[config.mk]
export PLATFORM = sky130hd
export DESIGN_NAME = alu_cmd_issuer
export DESIGN_NICKNAME = d
export VERILOG_FILES = /design/src/rtl/alu_issuer_pkg.sv /design/src/rtl/alu_cmd_fifo.sv /design/src/rtl/alu_cmd_issuer.sv
export SDC_FILE = /design/constraint.sdc
export NUM_CORES = 1
export LEC_CHECK = 0
export BUFFER_PORTS_ARGS = -buffer_cell sky130_fd_sc_hd__buf_2
export CAP_MARGIN = 20
export CELL_PAD_IN_SITES_DETAIL_PLACEMENT = 1
export CELL_PAD_IN_SITES_GLOBAL_PLACEMENT = 1
export CORE_MARGIN = 4
export CORE_UTILIZATION = 40
export DETAILED_ROUTE_END_ITERATION = 6
export GPL_TIMING_DRIVEN = 0
export PLACE_DENSITY_LB_ADDON = 0.25
export SETUP_SLACK_MARGIN = 0.1
export SYNTH_ARGS = -nofsm -noshare
export SYNTH_HDL_FRONTEND = slang
export SYNTH_SLANG_ARGS = --single-unit
[constraint.sdc]
create_clock -name clk -period 2.2 [get_ports clk]
set_input_delay 0.44 -clock clk [delete_from_list [all_inputs] [get_ports clk]]
set_output_delay 0.44 -clock clk [all_outputs]
set_load 0.03 [all_outputs]
[src/rtl/alu_issuer_pkg.sv]
// Shared types and widths for the ALU command issuer and its command FIFO.
package alu_issuer_pkg;

    localparam int OPND_W = 4;
    localparam int SEL_W  = 3;
    localparam int RES_W  = 8;

    typedef enum logic [1:0] {
        IDLE  = 2'd0,
        DRIVE = 2'd1,
        RESP  = 2'd2
    } state_t;

    typedef struct packed {
        logic [OPND_W-1:0] a;
        logic [OPND_W-1:0] b;
        logic [SEL_W-1:0]  sel;
    } alu_cmd_t;

endpackage

[src/rtl/alu_cmd_fifo.sv]
// DEPTH-entry synchronous FIFO of ALU commands; head entry is visible on dout
// whenever the FIFO is non-empty.
module alu_cmd_fifo
    import alu_issuer_pkg::*;
#(
    parameter int DEPTH = 4
) (
    input  logic                   clk,
    input  logic                   rst,
    input  logic                   push,
    input  logic                   pop,
    input  alu_cmd_t               din,
    output alu_cmd_t               dout,
    output logic                   full,
    output logic                   empty,
    output logic [$clog2(DEPTH):0] count
);

    localparam int PTR_W = $clog2(DEPTH);

    alu_cmd_t         mem [DEPTH];
    logic [PTR_W-1:0] wr_ptr;
    logic [PTR_W-1:0] rd_ptr;
    logic             push_ok;
    logic             pop_ok;

    assign full    = (count == (PTR_W+1)'(DEPTH));
    assign empty   = (count == '0);
    assign push_ok = push && !full;
    assign pop_ok  = pop && !empty;
    assign dout    = mem[rd_ptr];

    // Storage carries no reset; only the pointers and count define validity.
    always_ff @(posedge clk) begin
        if (push_ok) begin
            mem[wr_ptr] <= din;
        end
    end

    always_ff @(posedge clk) begin
        if (rst) begin
            wr_ptr <= '0;
            rd_ptr <= '0;
            count  <= '0;
        end else begin
            if (push_ok) begin
                wr_ptr <= wr_ptr + 1'b1;
            end
            if (pop_ok) begin
                rd_ptr <= rd_ptr + 1'b1;
            end
            case ({push_ok, pop_ok})
                2'b10:   count <= count + 1'b1;
                2'b01:   count <= count - 1'b1;
                default: count <= count;
            endcase
        end
    end

endmodule

[src/rtl/alu_cmd_issuer.sv]
// Queues ALU commands, drives them onto the ALU one at a time, and returns the
// captured results in order on a valid/ready response stream.
module alu_cmd_issuer
    import alu_issuer_pkg::*;
#(
    parameter int DEPTH = 4,
    parameter int CNT_W = 8
) (
    input  logic              clk,
    input  logic              rst,
    input  logic              cmd_valid,
    output logic              cmd_ready,
    input  logic [OPND_W-1:0] cmd_a,
    input  logic [OPND_W-1:0] cmd_b,
    input  logic [SEL_W-1:0]  cmd_sel,
    output logic [OPND_W-1:0] alu_a,
    output logic [OPND_W-1:0] alu_b,
    output logic [SEL_W-1:0]  alu_sel,
    input  logic [RES_W-1:0]  alu_y,
    input  logic              alu_carry,
    input  logic              alu_zero,
    output logic              rsp_valid,
    input  logic              rsp_ready,
    output logic [RES_W-1:0]  rsp_y,
    output logic              rsp_carry,
    output logic              rsp_zero,
    output logic [SEL_W-1:0]  rsp_sel,
    output logic [CNT_W-1:0]  op_count,
    output logic              busy
);

    // Both streams: a transfer happens at a rising edge where valid && ready;
    // the source holds its payload stable while valid && !ready.

    state_t                 state;
    alu_cmd_t               fifo_din;
    alu_cmd_t               fifo_head;
    logic                   fifo_full;
    logic                   fifo_empty;
    logic [$clog2(DEPTH):0] fifo_count;
    logic                   push;
    logic                   pop;
    logic                   rsp_hs;

    assign cmd_ready = !fifo_full;
    assign push      = cmd_valid && cmd_ready;
    assign fifo_din  = '{a: cmd_a, b: cmd_b, sel: cmd_sel};
    assign rsp_hs    = rsp_valid && rsp_ready;
    assign pop       = !fifo_empty && ((state == IDLE) || (state == RESP && rsp_hs));
    assign busy      = (state != IDLE) || (fifo_count != '0);

    alu_cmd_fifo #(.DEPTH(DEPTH)) u_fifo (
        .clk   (clk),
        .rst   (rst),
        .push  (push),
        .pop   (pop),
        .din   (fifo_din),
        .dout  (fifo_head),
        .full  (fifo_full),
        .empty (fifo_empty),
        .count (fifo_count)
    );

    always_ff @(posedge clk) begin
        if (rst) begin
            state     <= IDLE;
            alu_a     <= '0;
            alu_b     <= '0;
            alu_sel   <= '0;
            rsp_valid <= 1'b0;
            rsp_y     <= '0;
            rsp_carry <= 1'b0;
            rsp_zero  <= 1'b0;
            rsp_sel   <= '0;
            op_count  <= '0;
        end else begin
            case (state)
                IDLE: begin
                    if (pop) begin
                        alu_a   <= fifo_head.a;
                        alu_b   <= fifo_head.b;
                        alu_sel <= fifo_head.sel;
                        state   <= DRIVE;
                    end
                end
                DRIVE: begin
                    // ALU inputs have been stable for a full cycle here.
                    rsp_y     <= alu_y;
                    rsp_carry <= alu_carry;
                    rsp_zero  <= alu_zero;
                    rsp_sel   <= alu_sel;
                    rsp_valid <= 1'b1;
                    state     <= RESP;
                end
                RESP: begin
                    if (rsp_hs) begin
                        op_count  <= op_count + 1'b1;
                        rsp_valid <= 1'b0;
                        if (pop) begin
                            alu_a   <= fifo_head.a;
                            alu_b   <= fifo_head.b;
                            alu_sel <= fifo_head.sel;
                            state   <= DRIVE;
                        end else begin
                            state <= IDLE;
                        end
                    end
                end
                default: state <= IDLE;
            endcase
        end
    end

endmodule

==> metrics <==
worst hold path cell count 1; core area 8380 sq um; area share of fa/ha/maj cells after synthesis 0.0271; Finished Cell Area 4300 sq um; Max-slew headroom 0.588; Clock Tree Buf Depth 2; vias per cell 5.27; share of layout cells above drive strength 1 0.328; setup TNS 0 ns; XOR/XNOR share of the synthesized area 0.00749; CP max stage delay 0.40 ns; vias in the first global route 2,541; ANT nets after route 0; number of enable flip-flop cells after synthesis 44; Initial DRC Count 42; root buffer cell clkbuf_8; fmax 0.489 GHz; length in cells of the worst reg-to-reg path 8; Arr. time, crit path 1.60 ns; hpwl dp 5460 um; maximum vdd drop 0.425 mV; Min-Delay Startpoint cmd_a[2]; Cell Chain, Critical Path or3_4 -> or3_4 -> buf_6; Hold Path Sink u_fifo.mem[3][9]$_DFFE_PP_; most common cell after layout, fill and taps aside buf_2; Synth async-reset ratio 0; Hold Path Class input port to register; most frequent cell on the critical path or3_4; GP Congestion 0.736; I/O Buffers 57; Final WS setup 0.156 ns; commonest cells after routing, fill and taps aside buf_2, edfxtp_1, dfxtp_1, a21oi_1, nand2_1; reg-to-reg slack, setup 0.19 ns; Clock Latency Late Sink 0.35 ns; simple-gate share of the synthesized area 0.120; critical path's slowest cell or3_4; measured slew at the worst slew-check pin 0.618 ns; number of distinct library cells after synthesis 41; first-pass GRT wire length 12,700 um; sequential-to-total area share from yosys stat 0.628; Clock Sinks 88; register bit total from synthesis 88; Post-route DRC 0; Mapped Nets 306; Placed Instances 436; Die Ht 102 um; crit path capture type output port; Die Wd 102 um; Worst Path Max Fanout 5; Hold WS 0.306 ns; Period minus WS final 2.04 ns; status finished clean; final setup vio count 0; Final Hold Fails 0; WL final 7850 um; mux contribution to synthesized area 0.0860; ant diodes 0; final net count 382; cts-stage hold buffer count 0; max-slew violations 0; Synth area leader edfxtp_1; crit path kind register to output port; Die ar. 10,300 sq um; pin count of the biggest net entering global routing 15; r2r startpoint u_fifo.count[2]$_SDFFE_PP0P_; H-Tree Depth 3; vias post-DR 2,420; RSZ-0062 raised after global routing false; Leakage Power 1.64 nW; reg-to-reg critical path endpoint u_fifo.count[2]$_SDFFE_PP0P_; Yosys top cell area share 0.377; dpl cell area 3940 sq um; CP Data Required Time 1.76 ns; area grow syn2layout 22.7%; PwrDens 1280 nW/um^2; final period utilization 0.929; Synth Instances 274; synthesized area 3510 sq um; drt wl/cell 17.1 um; DR pass1 iterations 4; initial core utilization 0.418; dpl ws -0.279 ns; initial antenna violation count 0; final non-filler cell total 459; grt total ovfl 0; prevailing post-synth register cell edfxtp_1; # IOs 60; register clock-pin slew on the reported worst setup and hold paths 0.09 ns; largest family of logic cells by synthesized area simple AND/OR/NAND/NOR gates; post-synthesis compound-gate area fraction 0.0989; synth top area cells edfxtp_1, dfxtp_1, mux4_2, a21oi_1, o31ai_1; Num CTS Buffers 9; max cap viols 0; GRT Total Usage 0.160; Avg Inst Size Synth 12.8 sq um; CTS tree yes; # rows 33; synth warn 0; Worst setup SP type register; clk_skew 0.00622 ns
-- routing by layer --
layer,GRT usage,wire length (um),share of wire
met1,0.191,3410,0.43
met2,0.279,3940,0.50
met3,0.0324,339,0.043
met4,0.0726,156,0.020
met5,0,0,0
-- cell usage after synthesis (all sizes together), types with 2 or more instances --
library cell	count
nor3	2
mux4	11
or4	5
and3	4
or3	4
nand2	30
nor2	7
ha	6
a21oi	35
mux2	3
dfxtp	44
a21o	2
nand4	12
buf	11
nand3	4
o21ai	3
o31ai	16
mux2i	2
edfxtp	44
xor2	2
nor2b	2
clkbuf	8
nor4	2
inv	5
-- power by group --
group | internal (mW) | switching [mW]
Sequential | 2.02 | 0.187
Clock | 0.751 | 0.564
Combinational | 0.823 | 1.17
Total | 3.60 | 1.92
-- registers in the layout, summed over array words and instances (netlist names), named ones only --
name           flops
op_count           8
rsp_carry          1
rsp_zero           1
alu_sel            3
alu_b              4
u_fifo.mem        44
rsp_sel            3
rsp_valid          1
u_fifo.rd_ptr      2
alu_a              4
u_fifo.count       3
state              2
u_fifo.wr_ptr      2
rsp_y              8
-- logic make-up after synthesis --
group | Yosys count
buffers and inverters | 25
muxes | 16
AOI/OAI and AO/OA | 58
xor gates and xnor gates | 3
DFF | 88
and+or+nand+nor | 77
adders and majority gates | 7
-- critical path: cells and delay by family (launching register included) --
kind,cells,cell delay (ns)
flops,1,0.37
simple gates,2,0.74
buf+inv,1,0.15
-- worst max path at each step --
| stage | start | to | depth (start not counted) | slack [ns] |
|---|---|---|---|---|
| after global routing | state[0]$_SDFFE_PP0P_ | u_fifo.count[2]$_SDFFE_PP0P_ | 8 | 0.1 |
| after detailed placement | rsp_ready | u_fifo.count[2]$_SDFFE_PP0P_ | 9 | -0.28 |
| after floorplan | rsp_ready | u_fifo.count[2]$_SDFFE_PP0P_ | 8 | 0.11 |
| after CTS | u_fifo.count[0]$_SDFFE_PP0P_ | u_fifo.count[2]$_SDFFE_PP0P_ | 8 | 0.10 |
| final | u_fifo.count[2]$_SDFFE_PP0P_ | busy | 3 | 0.16 |
| after global placement | rsp_ready | u_fifo.count[2]$_SDFFE_PP0P_ | 9 | -0.22 |
-- through the flow --
step,utilization,total power [mW]
final,0.513,5.51
after CTS,0.505,5.45
after global placement,0.470,3.97
after detailed placement,0.470,4.03
after floorplan,-,3.52
after global routing,0.513,5.84
-- cell type report --
cell class / count / area (sq um)
plain buffers: 19 / 121
clock buffers: 10 / 128
clock inverters: 5 / 106
fillers: 897 / 4080
inverters: 6 / 22.5
multi-input cells: 161 / 1220
flip-flops and latches: 88 / 2220
well taps: 105 / 131
repair buffers: 65 / 352
-- what timing repair did --
item	4_1_cts	5_1_grt
endpoints found under the hold margin	0	0
pin swaps	1	3
setup endpoints to repair	3	2
buffers inserted	3	5
gates resized for setup	14	10
No activity file was read; power rests on OpenSTA's default activity.
